--- src/rtl/fifo_pkg.sv ---
// rtl/fifo_pkg.sv - shared FIFO clock-domain-crossing constants
// Purpose: defaults shared by the FIFO pointer synchronizers.
// Ports: none (package).
package fifo_pkg;

  // Classic two-flop synchronizer depth.
  localparam int SYNC_STAGES_DEF = 2;

  // Default Gray-coded pointer width crossing between domains.
  localparam int PTR_WIDTH_DEF = 4;

endpackage : fifo_pkg

--- src/rtl/sync_cell.sv ---
// rtl/sync_cell.sv - single-bit multi-stage synchronizer chain
// Purpose: shifts one asynchronous bit through STAGES back-to-back flops.
// Ports:
//   clk  - destination-domain clock, rising edge
//   rst  - synchronous active-high reset, loads RST_BIT into every stage
//   d_i  - asynchronous input bit
//   q_o  - last stage, metastability-filtered copy of d_i
module sync_cell
  import fifo_pkg::*;
#(
  parameter int   STAGES  = SYNC_STAGES_DEF,
  parameter logic RST_BIT = 1'b0
) (
  input  logic clk,
  input  logic rst,
  input  logic d_i,
  output logic q_o
);

  // Bit 0 is the first stage that samples d_i; bit STAGES-1 drives q_o.
  // Kept free of any logic between flops so placement can pack them together.
  (* ASYNC_REG = "TRUE" *) logic [STAGES-1:0] stage_q;
  logic [STAGES-1:0] stage_d;

  always_comb begin
    stage_d = {stage_q[STAGES-2:0], d_i};
  end

  always_ff @(posedge clk) begin
    if (rst) begin
      stage_q <= {STAGES{RST_BIT}};
    end else begin
      stage_q <= stage_d;
    end
  end

  assign q_o = stage_q[STAGES-1];

endmodule : sync_cell

--- src/rtl/ff_2_sync.sv ---
// rtl/ff_2_sync.sv - multi-bit flop synchronizer for Gray-coded pointers
// Purpose: brings D1 from a foreign clock domain into the clk domain.
// Ports:
//   clk  - destination-domain clock, rising edge
//   rst  - synchronous active-high reset, loads RST_VAL into every stage
//   D1   - asynchronous data (Gray-coded when multi-bit)
//   ff2  - synchronized data, registered; no combinational path from D1
module ff_2_sync
  import fifo_pkg::*;
#(
  parameter int               Width       = PTR_WIDTH_DEF,
  parameter int               SYNC_STAGES = SYNC_STAGES_DEF,
  parameter logic [Width-1:0] RST_VAL     = '0
) (
  input  logic             clk,
  input  logic             rst,
  input  logic [Width-1:0] D1,
  output logic [Width-1:0] ff2
);

  if (SYNC_STAGES < 2 || Width < 1) begin : g_param_check
    $error("ff_2_sync: SYNC_STAGES must be >= 2 and Width >= 1");
  end

  // Each bit is synchronized on its own; coherency across bits relies on
  // the caller only ever changing one bit at a time (Gray code).
  for (genvar i = 0; i < Width; i++) begin : g_bit
    sync_cell #(
      .STAGES  (SYNC_STAGES),
      .RST_BIT (RST_VAL[i])
    ) u_cell (
      .clk (clk),
      .rst (rst),
      .d_i (D1[i]),
      .q_o (ff2[i])
    );
  end

endmodule : ff_2_sync

--- config.mk ---
export PLATFORM = sky130hd
export DESIGN_NAME = ff_2_sync
export DESIGN_NICKNAME = d
export VERILOG_FILES = /design/src/rtl/fifo_pkg.sv /design/src/rtl/sync_cell.sv /design/src/rtl/ff_2_sync.sv
export SDC_FILE = /design/constraint.sdc
export NUM_CORES = 1
export LEC_CHECK = 0
export BUFFER_PORTS_ARGS = -buffer_cell sky130_fd_sc_hd__buf_2
export CORE_AREA = 2 2 39 41
export CTS_BUF_LIST = sky130_fd_sc_hd__clkbuf_8
export CTS_CLUSTER_DIAMETER = 40
export DETAILED_ROUTE_END_ITERATION = 8
export DIE_AREA = 0 0 41 43
export GPL_ROUTABILITY_DRIVEN = 0
export HOLD_SLACK_MARGIN = 0.02
export PLACE_DENSITY = 0.45
export SLEW_MARGIN = 20
export SYNTH_ARGS = -nofsm -noshare
export SYNTH_HDL_FRONTEND = slang
export SYNTH_SLANG_ARGS = --single-unit
--- constraint.sdc ---
create_clock -name clk -period 0.8 [get_ports clk]
set_input_delay 0.16 -clock clk [delete_from_list [all_inputs] [get_ports clk]]
set_output_delay 0.16 -clock clk [all_outputs]
set_load 0.005 [all_outputs]
==> flow_summary.yaml <==
final_layout:
  drive_above_1_share: 0.4286
  regMostFlops: "g_bit.u_cell.stage_q"
  biggestRegsByFlops: "g_bit.u_cell.stage_q: 8 flops"
  syn_to_final_growth_pct: 31.77
  final_cell_area_um2: 316.6
  largest_reg_flops: 8
  multi_input_area_um2: 50.05
  fin_nets: 36
  regArea_um2: 160.2
  fillers: 151
  fin_cells: 44
  n_antenna_cell: 0
setup_path:
  end_kind: "output pin"
  timing.rr.start: "g_bit[3].u_cell.stage_q[0]$_SDFF_PP0_"
  setup.worst_path.start: "g_bit[3].u_cell.stage_q[1]$_SDFF_PP0_"
  crit_buf_inv: 1
  slowest_delay_ns: 0.29
  arrival_ns: 0.62
  cp.required_ns: 0.64
  crit_path_max_fanout: 1
  cp-start-kind: "flip-flop"
  crit_family: "flip-flops"
  worst_path_max_delay_cell: "dfxtp_1"
  worstSetupPathType: "flip-flop to output pin"
  cp_cell_sequence: "buf_2"
yosys:
  synth_top_area_cell: "dfxtp_1"
  synth_edf_count: 0
  synth_cell_types: 3
  seq_area_frac_synth: 0.6667
  synth_commonest_cells: "dfxtp_1, nor2b_1, buf_4"
  syn_nets: 26
  ys.warnings.count: 0
  synthCells: 20
  ys_async_sr_fraction: 0
  synth_ff_type: "dfxtp_1"
  synth_area_um2: 240.2
  syn_area_per_cell_um2: 12.01
  yosys.area.top_type_share: 0.6667
  synth_area_leaders: "dfxtp_1, nor2b_1, buf_4"
  ys_seq_elements: 8
sta:
  hold_slack_ns: 0.1461
  final_hold_viol_count: 0
  min_period_ns: 0.7825
  finalCritPeriodShare: 0.9782
  fmax_ghz: 1.278
  fin_skew_ns: 0.0001548
  fin_setup_tns_ns: 0
  max_slew_margin: 0.9169
  worstMarginPinSlew_ns: 0.1246
  setup_slack_ns: 0.01745
  slew_viol_final: 0
  setup_violations: 0
  rsz0062_at_grt: "true"
outcome:
  outcome: "complete, no violations"
clock_network:
  postCtsSetupRepairBufs: 0
  path_clk_slew_ns: 0.04
  clkSinkCount: 8
  cts_buffers: 3
  cts-root-buf: "clkbuf_8"
  htreeDepth: 1
  ctsLongestPathBuffers: 2
  clk-insertion-delay-late_ns: 0.22
  cts_tree: "done"
placed_design:
  port_buffers: 9
  place_area_um2: 275.3
  dpl_worst_slack_ns: 0.2500
  dp_cells: 41
drt:
  drtIter0Drc: 1
  drc: 0
  viasPerCell: 3.091
  num_vias: 136
  antenna_left: 0
  wl_per_cell_um: 6.818
  drt_pass1_iterations: 2
  wirelength_um: 300
floorplan:
  floorplan.io_pins: 10
  rows: 14
  die_x_um: 41
  core-area_um2: 1384
  dieArea_um2: 1763
  die_h_um: 43
  start_util: 0.1736
grt:
  grt_max_degree: 9
  grt_pass1_vias: 99
  grt_use_total: 0.04743
  grt_pass1_wl_um: 372
  antenna_found_initial: 0
  grt_overflow_total: 0
min_path:
  hold_class: "input port to flip-flop"
  min_from: "D1[0]"
pwr:
  pwr_density_cell_nw_per_um2: 2904
  leakagePower_nw: 0.1458
  vdd_drop_max_mv: 1.138
job:
  drv_cap: 0
-- cell type report --
cell class                      count  share of cell area
Tap cell                           16             0.06324
Timing Repair Buffer                9              0.1423
Sequential cell                     8              0.5059
Multi-Input combinational cell      8              0.1581
Clock buffer                        3              0.1304
-- metal layers --
| metal | vias up | GRT usage | routed length, um |
|---|---|---|---|
| met4 | 0 | 0.06000 | 0 |
| li1 | 72 | - | - |
| met1 | 52 | 0.01961 | 113 |
| met3 | 0 | 0.09424 | 73 |
| met5 | - | 0 | 0 |
| met2 | 12 | 0.04375 | 113 |
-- cells in the final DEF, fill, tap and decap left out --
cell type and count:
clkbuf_8 3, dfxtp_1 8, buf_2 9, nor2b_1 8
-- path summary, 6_finish.rpt --
check | slack [ns] | end | cells past startpoint
worst min-delay path | 0.15 | g_bit[0].u_cell.stage_q[0]$_SDFF_PP0_ | 2
worst max register to register | 0.29 | g_bit[3].u_cell.stage_q[1]$_SDFF_PP0_ | 1
worst min register to register | 0.43 | g_bit[0].u_cell.stage_q[1]$_SDFF_PP0_ | 1
worst max-delay path | 0.02 | ff2[3] | 1
-- cells by family (layout without fill, tap and decap cells) --
| family | count (synthesis) | after routing | synth area share |
|---|---|---|---|
| buf+inv | 4 | 12 | 0.1250 |
| flops | 8 | 8 | 0.6667 |
| simple gates | 8 | 8 | 0.2083 |
-- power by group --
group / internal [mW] / total (mW) / switching [mW]
Sequential: 0.420 / 0.423 / 0.00358
Combinational: 0.0228 / 0.0365 / 0.0136
Clock: 0.324 / 0.459 / 0.136
-- per-stage QoR --
step / utilization / power [mW]
after CTS: 0.2288 / 0.9432
after global routing: 0.2288 / 0.9672
after floorplan: - / 0.4527
final: 0.2288 / 0.9192
after global placement: 0.1989 / 0.4644
after detailed placement: 0.1989 / 0.4669
-- what timing repair did --
| item | CTS | global route |
|---|---|---|
| gates resized for setup | 0 | 0 |
| endpoints found under the setup margin | 0 | 4 |
| hold buffers | 0 | 0 |
Note: power is estimated with default switching activity, not from simulation.
